===== src/rtl/boot_sequencer.sv =====
// boot_sequencer
//   Copies COPY_FIRST..COPY_LAST from EEPROM into RAM, one byte per 4 cycles,
//   then keeps the CPU in reset for HOLD_CYCLES with the bus released, then
//   lets it run. A reboot_req while running restarts the whole copy.
//
// Ports
//   clock        system clock
//   reset_n      async active-low reset; restarts the copy from COPY_FIRST
//   reboot_req   sync request to re-copy; only honoured in RUN
//   address      copy address, meaningful only while bus_own=1
//   bus_own      1 = this block drives address / strobes
//   eeprom_cs_n, eeprom_oe_n, ram_cs_n, ram_we_n   active-low strobes
//   cpu_reset_n  active-low CPU reset, high only in RUN
//   done         copy finished and CPU released
module boot_sequencer #(
  parameter logic [15:0] COPY_FIRST  = 16'hE000,
  parameter logic [15:0] COPY_LAST   = 16'hFFFF,
  parameter int unsigned HOLD_CYCLES = 4
) (
  input  logic        clock,
  input  logic        reset_n,
  input  logic        reboot_req,
  output logic [15:0] address,
  output logic        bus_own,
  output logic        eeprom_cs_n,
  output logic        eeprom_oe_n,
  output logic        ram_cs_n,
  output logic        ram_we_n,
  output logic        cpu_reset_n,
  output logic        done
);

  localparam int CW = $clog2(HOLD_CYCLES + 1);

  typedef enum logic [2:0] {
    COPY_ADDR, COPY_READ, COPY_WRITE, COPY_RELEASE, HANDOFF, RUN
  } state_t;

  state_t          state;
  logic [CW-1:0]   hold_cnt;

  // Outputs are registered: each transition loads the values belonging to
  // the state being entered, so outputs always match the current state.
  always_ff @(posedge clock or negedge reset_n) begin
    if (!reset_n) begin
      state       <= COPY_ADDR;
      address     <= COPY_FIRST;
      bus_own     <= 1'b1;
      eeprom_cs_n <= 1'b0;
      eeprom_oe_n <= 1'b1;
      ram_cs_n    <= 1'b1;
      ram_we_n    <= 1'b1;
      cpu_reset_n <= 1'b0;
      done        <= 1'b0;
      hold_cnt    <= '0;
    end else begin
      case (state)
        COPY_ADDR: begin
          state       <= COPY_READ;
          eeprom_oe_n <= 1'b0;
        end
        COPY_READ: begin
          state    <= COPY_WRITE;
          ram_cs_n <= 1'b0;
          ram_we_n <= 1'b0;
        end
        COPY_WRITE: begin
          // we_n rises here, a full cycle before the address may move
          state    <= COPY_RELEASE;
          ram_we_n <= 1'b1;
        end
        COPY_RELEASE: begin
          // Compare before incrementing so COPY_LAST=FFFF never wraps to 0000
          if (address != COPY_LAST) begin
            state       <= COPY_ADDR;
            address     <= address + 16'd1;
            eeprom_oe_n <= 1'b1;
            ram_cs_n    <= 1'b1;
          end else begin
            state       <= HANDOFF;
            bus_own     <= 1'b0;
            eeprom_cs_n <= 1'b1;
            eeprom_oe_n <= 1'b1;
            ram_cs_n    <= 1'b1;
            hold_cnt    <= '0;
          end
        end
        HANDOFF: begin
          if (hold_cnt == CW'(HOLD_CYCLES - 1)) begin
            state       <= RUN;
            cpu_reset_n <= 1'b1;
            done        <= 1'b1;
          end else begin
            hold_cnt <= hold_cnt + 1'b1;
          end
        end
        RUN: begin
          if (reboot_req) begin
            state       <= COPY_ADDR;
            address     <= COPY_FIRST;
            bus_own     <= 1'b1;
            eeprom_cs_n <= 1'b0;
            eeprom_oe_n <= 1'b1;
            ram_cs_n    <= 1'b1;
            ram_we_n    <= 1'b1;
            cpu_reset_n <= 1'b0;
            done        <= 1'b0;
          end
        end
        default: begin
          state       <= COPY_ADDR;
          address     <= COPY_FIRST;
          bus_own     <= 1'b1;
          eeprom_cs_n <= 1'b0;
          eeprom_oe_n <= 1'b1;
          ram_cs_n    <= 1'b1;
          ram_we_n    <= 1'b1;
          cpu_reset_n <= 1'b0;
          done        <= 1'b0;
          hold_cnt    <= '0;
        end
      endcase
    end
  end

endmodule


===== config.mk =====
export PLATFORM = sky130hd
export DESIGN_NAME = boot_sequencer
export DESIGN_NICKNAME = d
export VERILOG_FILES = /design/src/rtl/boot_sequencer.sv
export SDC_FILE = /design/constraint.sdc
export NUM_CORES = 1
export LEC_CHECK = 0
export BUFFER_PORTS_ARGS = -buffer_cell sky130_fd_sc_hd__buf_2
export CORE_UTILIZATION = 36
export CTS_CLUSTER_DIAMETER = 120
export DETAILED_ROUTE_END_ITERATION = 8
export PLACE_DENSITY = 0.56
export SLEW_MARGIN = 30
export SYNTH_ARGS = -nofsm -noshare
export SYNTH_HDL_FRONTEND = slang
export SYNTH_SLANG_ARGS = --single-unit

===== constraint.sdc =====
create_clock -name clock -period 1.96 [get_ports clock]
set_clock_uncertainty 0.15 [all_clocks]
set_input_delay 0.392 -clock clock [delete_from_list [all_inputs] [get_ports clock]]
set_output_delay 0.392 -clock clock [all_outputs]
set_load 0.02 [all_outputs]

==> results of run 1 <==
## layout make-up
| type | count | area [µm²] | area share, % |
|---|---|---|---|
| Sequential cell | 28 | 712 | 36.6 |
| Multi-Input combinational cell | 126 | 842 | 43.3 |
| Clock inverter | 1 | 30.0 | 1.55 |
| Clock buffer | 3 | 41.3 | 2.12 |
| Tap cell | 52 | 65.1 | 3.35 |
| Timing Repair Buffer | 39 | 230 | 11.8 |
| Inverter | 6 | 22.5 | 1.16 |
## critical path, delay by kind of cell, from the launching register on
family | cells | cell delay, ns
flops | 1 | 0.45
simple gates | 4 | 1.07
fa+ha+maj | 1 | 0.18
## final timing paths
path | start | end | slack (ns) | cells past startpoint
max | address[1] | address[3] | 0.06 | 5
min | reset_n | address[2] | -0.01 | 1
max reg2reg | address[1] | address[3] | 0.06 | 5
min reg2reg | ram_we_n | ram_we_n | 0.37 | 2
max in group asynchronous | reset_n | address[1] | 1.21 | 1
min in group clock | reboot_req | done | 0.33 | 4
## flip-flops by register name (all words and copies together) (netlist names)
register / count
address: 16
eeprom_oe_n: 1
hold_cnt: 3
ram_cs_n: 1
state: 3
ram_we_n: 1
done: 1
bus_own: 1
eeprom_cs_n: 1
## synth_stat cells (2+ instances only)
cell type  number  area, µm²
a21o_1          5       37.5
a21oi_1         8       40.0
a31oi_1         8       50.1
a32oi_1         2       17.5
and2_1          2       12.5
and3_1          2       12.5
and4_1          4       35.0
buf_2           5       25.0
buf_6           2       22.5
clkbuf_1        6       22.5
dfrtp_1        21        526
dfstp_2         7        184
ha_1            3       37.5
inv_1           6       22.5
mux2_2          3       33.8
nand2_1        13       48.8
nand3_1         9       45.0
nand4_1         2       12.5
nor2_1         16       60.1
nor2b_1         2       12.5
nor3_1          6       30.0
nor4_1          2       12.5
o211ai_1        2       15.0
o21ai_0         5       25.0
o22a_1          2       17.5
o22ai_1         4       25.0
o311ai_0        2       17.5
o31a_1          3       26.3
o31ai_1         2       15.0
o32a_1          2       20.0
o41a_1          2       22.5
or4_1           2       15.0
## what timing repair did
action                     in CTS  in global routing
setup endpoints to repair       0                  6
hold endpoints to repair        0                  0
setup buffers                   0                  2
resized for setup               0                  3
hold buffers                    0                  0
## through the flow
step                instances  hold slack (ns)  instance area [µm²]
finish                    255          -0.0130                 1940
global route              255           0.0284                 1940
CTS                       253          0.00815                 1920
detailed placement        249            0.327                 1850
global placement          249            0.309                 1850
floorplan                 174          -0.0536                 1640
## cell families after synthesis
logic type,count (synthesis)
flip-flops,28
AO/OA/AOI/OAI,53
AND/OR/NAND/NOR,66
XOR/XNOR,1
multiplexers,3
adder cells (fa/ha/maj),3
buffers and inverters,20
## power breakdown
group	total, µW	switching, µW	internal (µW)
sequential	973	210	763
clock	459	186	274
combinational	1040	607	431
total	2470	1000	1470
## per-layer routing
| layer | global-route usage, % | wire (µm) | vias up |
|---|---|---|---|
| li1 | - | - | 715 |
| met1 | 23.8 | 1910 | 708 |
| met2 | 27.5 | 1920 | 35 |
| met3 | 2.76 | 171 | 4 |
| met4 | 6.80 | 56 | 0 |
| met5 | 0 | 0 | - |
==> metrics.md, run 1 <==
| Metric | Value |
|---|---|
| Worst vdd ir | around 0.0006 V |
| Fill cell count | 427 |
| Leakage | approximately 0.00085 µW |
| Most frequent cells in the layout | 25 x buf_2, 19 x dfrtp_1, 16 x nor2_1, 14 x buf_4, 12 x nand2_1 |
| CP cell instances | ha_4 > and4_2 > and4_4 > or4_1 > nand3_1 |
| Synth unique cells | 46 |
| Vias in the first global route | roughly 1400 |
| DRT iter0 DRCs | ~140 |
| Clk Latency, worst-skew pair | between 0.2 and 0.3 ns |
| Synth Warn # | 0 |
| Total GRT Usage | roughly 17% |
| Avg Inst Size Synth | between 9 and 10 µm² |
| Mux cell area share after synthesis | between 2 and 2.5% |
| CP max FO | 11 |
| Largest family of logic cells by synthesized area | compound AO/OA/AOI/OAI gates |
| Worst hold margin | -0.0130 ns |
| Worst slew margin | between 50% and 60% |
| Final #Nets | between 200 and 250 |
| Post-DP HPWL | approximately 2900 µm |
| Worst slack at placement | between 0.07 and 0.08 ns |
| ANT cells | 0 |
| First-pass GRT wire length | ~6700 µm |
| Synthesis-to-finish area growth | 19.4% |
| Slowest stage delay, CP | roughly 0.5 ns |
| Final hold vios | 16 |
| Pwr Total | ~2500 µW |
| CTS Buf Count | 3 |
| Worst Max-Slew Pin Slew | 0.668 ns |
| Hold WC Path Type | primary input to asynchronous set/reset pin |
| Initial Util | 37.4% |
| Die X | 69.2 µm |
| Max-cap violations | 0 |
| Crit path DAT | roughly 2.0 ns |
| Worst Path Required | a little over 2 ns |
| Grt total ovfl | 0 |
| Die span in y | just under 70 µm |
| Commonest non-fill, non-tap cell in the layout | buf_2 |
| Synthesized Nets | 180 |
| Total number of vias | between 1000 and 1500 |
| Flops & latches, synth | 28 |
| Run status | complete, but fails checks |
| Slew Viols, Final | 0 |
| Max frequency | ~0.53 GHz |
| # clock sinks | 28 |
| Worst setup EP type | flip-flop |
| Simple-gate share of the synthesized area | a little over a fifth |
| Number of nets with antenna violations after routing | 0 |
| Critical path's slowest cell | or4_1 |
| CTS H-Tree Depth | 1 |
| GPL Wtd Cong | 0.780 |
| Critical path type | flip-flop to flip-flop |
| Minimum clock period | ~1.9 ns |
| Dominant synthesized flop cell | dfrtp_1 |
| FFs w/ async S/R, synth | 100% |
| IO Pins | 26 |
| Synthesized area | roughly 1600 µm² |
| Synth Area in Adders | under 10% |
| Number of buffers added on ports | 25 |
| Post-route setup TNS | 0 ns |
| Core area | between 4000 and 5000 µm² |
| Unrepaired setup endpoints after global routing | no |
| Vias per inst | around 5.7 |
| Synth Area in Compound Gates | 23.4% |
| First drt pass iteration count | 4 |
| Post-Synth XOR/XNOR Area | 0.538% |
| WL per Instance | 15.9 µm |
| Ratio of cells with drive above 1 in the final layout | roughly 31% |
| EDFF count, synth | 0 |
| Longest Clk Path Bufs | 2 |
| Synth Instances | 174 |
| Final setup violation count | 0 |
| Final WS setup | 0.0585 ns |
| Post-Route WL | between 4000 and 5000 µm |
| Fin crit share | between 90 and 100% |
| Share of the yosys chip area belonging to registers | 43.6% |
| CTS Root Cell | clkbuf_8 |
| Pwr dens | 1270 nW/µm² |
| Failing checks | negative hold slack |
| Initial antenna violation count | 0 |
| Core Util, Final | 44.6% |
| Largest net degree at the start of global routing | 29 |
| DR DRC count | 0 |
| Worst setup SP type | flip-flop |
| Placement Rows | 24 |
| CTS tree | built |
| CTS clk-pin slew, worst paths | 0.10 ns |
| Die area | 4790 µm² |
Power figures use the tool's default switching activity.
==> inputs of run 2 (changes only) <==
- ABC_AREA: unset -> 1
==> metrics.md, run 2 <==
| Metric | Value |
|---|---|
| Initial antenna violation count | 0 (unchanged) |
| Hold Startpoint | reboot_req |
| CTS tree | built |
| Worst Max-Slew Pin Slew | 0.661 ns (-0.00695 ns) |
| Number of buffers added on ports | 25 (unchanged) |
| CP max FO | 14 (+3) |
| Largest cells by area after synthesis | dfrtp_1 31%, nand2_1 11%, dfstp_2 11% |
| Synth Warn # | 0 (unchanged) |
| Minimum clock period | 1.79 ns (-0.109 ns) |
| Worst slew margin | 55.9% (+0.46 points) |
| Post-Route WL | 3620 µm (-11%) |
| First drt pass iteration count | 6 (+2) |
| Crit path from | address[0] |
| Vias per inst | 4.73 (-18%) |
| Number of nets with antenna violations after routing | 0 (unchanged) |
| Final setup violation count | 0 (unchanged) |
| Slew Viols, Final | 0 (unchanged) |
| Worst vdd ir | 0.000605 V (+3.3%) |
| Max-cap violations | 0 (unchanged) |
| First-pass GRT wire length | 6300 µm (-6.1%) |
| Critical path type | flip-flop to flip-flop |
| Synthesized area | 1720 µm² (+5.7%) |
| PostCTS Resize Cnt | 0 (unchanged) |
| CTS H-Tree Depth | 1 (unchanged) |
| Largest net degree at the start of global routing | 29 (unchanged) |
| Worst setup SP type | flip-flop |
| Dominant synthesized flop cell | dfrtp_1 |
| Final WS setup | 0.167 ns (+0.109 ns) |
| Die X | 71.1 µm (+2.7%) |
| IO Pins | 26 (unchanged) |
| Largest regs | address (16), hold_cnt (3), state (3) |
| Worst hold margin | 0.303 ns (+0.316 ns) |
| Hold WC Path Type | primary input to flip-flop |
| GPL Wtd Cong | 0.758 (-2.9%) |
| Post-synth top area cell | dfrtp_1 |
| Clk Latency, worst-skew pair | 0.28 ns (about the same) |
| EDFF count, synth | 0 (unchanged) |
| Post-Place Cell Area | 1960 µm² (+6.4%) |
| Final #Nets | 258 (+23%) |
| Leakage | 0.000958 µW (+13%) |
| Total GRT Usage | 16.0% (-1.4 points) |
| Core area | 4470 µm² (+2.8%) |
| DRT iter0 DRCs | 108 (-24%) |
| Crit path DAT | 1.86 ns (-0.11 ns) |
| Most common cell in the netlist | nand2_1 |
| CTS Root Cell | clkbuf_8 |
| CTS clk-pin slew, worst paths | 0.10 ns (about the same) |
| Worst setup EP type | flip-flop |
| Run status | finished, final reports clean |
| DR DRC count | 0 (unchanged) |
| Flops & latches, synth | 28 (unchanged) |
| Vias in the first global route | 1364 (-1.8%) |
| Worst slack at placement | 0.158 ns (+0.0823 ns) |
| Post-DP HPWL | 2680 µm (-6.8%) |
| Post-route setup TNS | 0 ns (unchanged) |
| WL per Instance | 11.9 µm (-25%) |
| Pwr dens | 1100 nW/µm² (-13%) |
| Commonest non-fill, non-tap cell in the layout | nand2_1 |
| Synth unique cells | 26 (-43%) |
| Synth Instances | 215 (+24%) |
| Die span in y | 71.1 µm (+2.7%) |
| CTS Buf Count | 3 (unchanged) |
| Synthesis-to-finish area growth | 17.3% |
| Top reg by flops | address |
| Max frequency | 0.558 GHz (+6.1%) |
| Grt total ovfl | 0 (unchanged) |
| # clock sinks | 28 (unchanged) |
| Total number of vias | 1433 (-2.0%) |
| Initial Util | 38.5% (+1.1 points) |
| Share of the yosys chip area belonging to registers | 41.2% (-2.3 points) |
| Most frequent cells in the layout | 50 x nand2_1, 25 x buf_2, 21 x dfrtp_1, 20 x inv_1, 20 x nor2_1 |
| FFs w/ async S/R, synth | 100% (unchanged) |
| Fin crit share | 91.5% (-5.6 points) |
| Worst reg2reg startpoint | address[0] |
| Post-synth top cells | 50 x nand2_1, 21 x dfrtp_1, 20 x inv_1, 20 x nor2_1 |
| Longest Clk Path Bufs | 2 (unchanged) |
| Ratio of cells with drive above 1 in the final layout | 37.1% (+6.5 points) |
| Final Instance Area | 2020 µm² (+3.9%) |
| Placement Rows | 24 (unchanged) |
| Worst Path Required | 2.03 ns (about the same) |
| ANT cells | 0 (unchanged) |
| Core Util, Final | 45.1% (+0.48 points) |
| Avg Inst Size Synth | 8.00 µm² (-14%) |
| Final hold vios | 0 (-16) |
| Largest register FFs | 16 (unchanged) |
| Unrepaired setup endpoints after global routing | no |
| Synth top area share | 30.5% (-1.7 points) |
| Die area | 5060 µm² (+5.5%) |
| Synthesized Nets | 221 (+23%) |
-- run 2: changes by cell type after synthesis, sizes merged, moves of 5 or more --
cell,previous run,this run
nand2,13,70
o21ai,5,27
inv,6,22
nand3,9,20
nor2,16,26
a31oi,8,0
clkbuf,6,0
a21o,5,0
a21oi,9,4
and4,5,0
nor3,6,1
or2,0,5
-- run 2: final cells by class --
class                           instances  area [µm²]
Inverter                               22        82.6
Clock buffer                            4        45.0
Tap cell                               52        65.1
Multi-Input combinational cell        161         893
Sequential cell                        28         709
Timing Repair Buffer                   36         223
Fill cell                             464        2460
-- run 2: per-stage QoR --
step | total power [µW] | instances
2_1_floorplan | 1640 | 215
3_3_place_gp | 1920 | 298
3_5_place_dp | 1930 | 298
4_1_cts | 2270 | 303
5_1_grt | 2410 | 303
6_report | 2220 | 303
-- run 2: final timing paths --
path                            depth (start not counted)  slack (ns)           to
worst max-delay path                                   10        0.17   address[9]
worst min-delay path                                    4        0.30     state[2]
worst max register to register                         10        0.17   address[9]
worst min register to register                          2        0.32     ram_cs_n
max in group asynchronous                               2        0.71  address[12]
min in group asynchronous                               2        0.51   address[5]
-- run 2: power by group --
group | switching [µW] | internal, µW
registers | 123 | 761
logic | 652 | 360
clock network | 182 | 146
-- run 2: worst max-delay path, stage by stage, from the launching register on --
cell     delay (ns)
dfrtp_1        0.36
ha_1           0.20
nand2_2        0.09
nor2_4         0.15
nand2_4        0.09
nor2_4         0.11
nand3_2        0.11
nand2_4        0.16
buf_12         0.17
nand2_2        0.06
o21ai_2        0.05
-- run 2: logic make-up after synthesis --
logic type	after synthesis	synth area share (%)
AND/OR/NAND/NOR	126	36.9
buffers and inverters	26	6.84
XOR/XNOR	1	0.509
AO/OA/AOI/OAI	31	12.3
adder cells (fa/ha/maj)	3	2.18
flip-flops	28	41.2
-- run 2: per-layer routing --
metal,share of wire (%),up-vias,track usage (%)
met5,0,-,0
met4,1.1,0,4.00
met3,2.8,5,3.85
met2,48,21,26.9
met1,48,642,20.7
li1,-,765,-
-- run 2: repair_timing --
action / 4_1_cts / 5_1_grt
endpoints found under the setup margin: 0 / 0
hold buffers: 1 / 0
buffers inserted: 0 / 0
hold endpoints to repair: 2 / 0
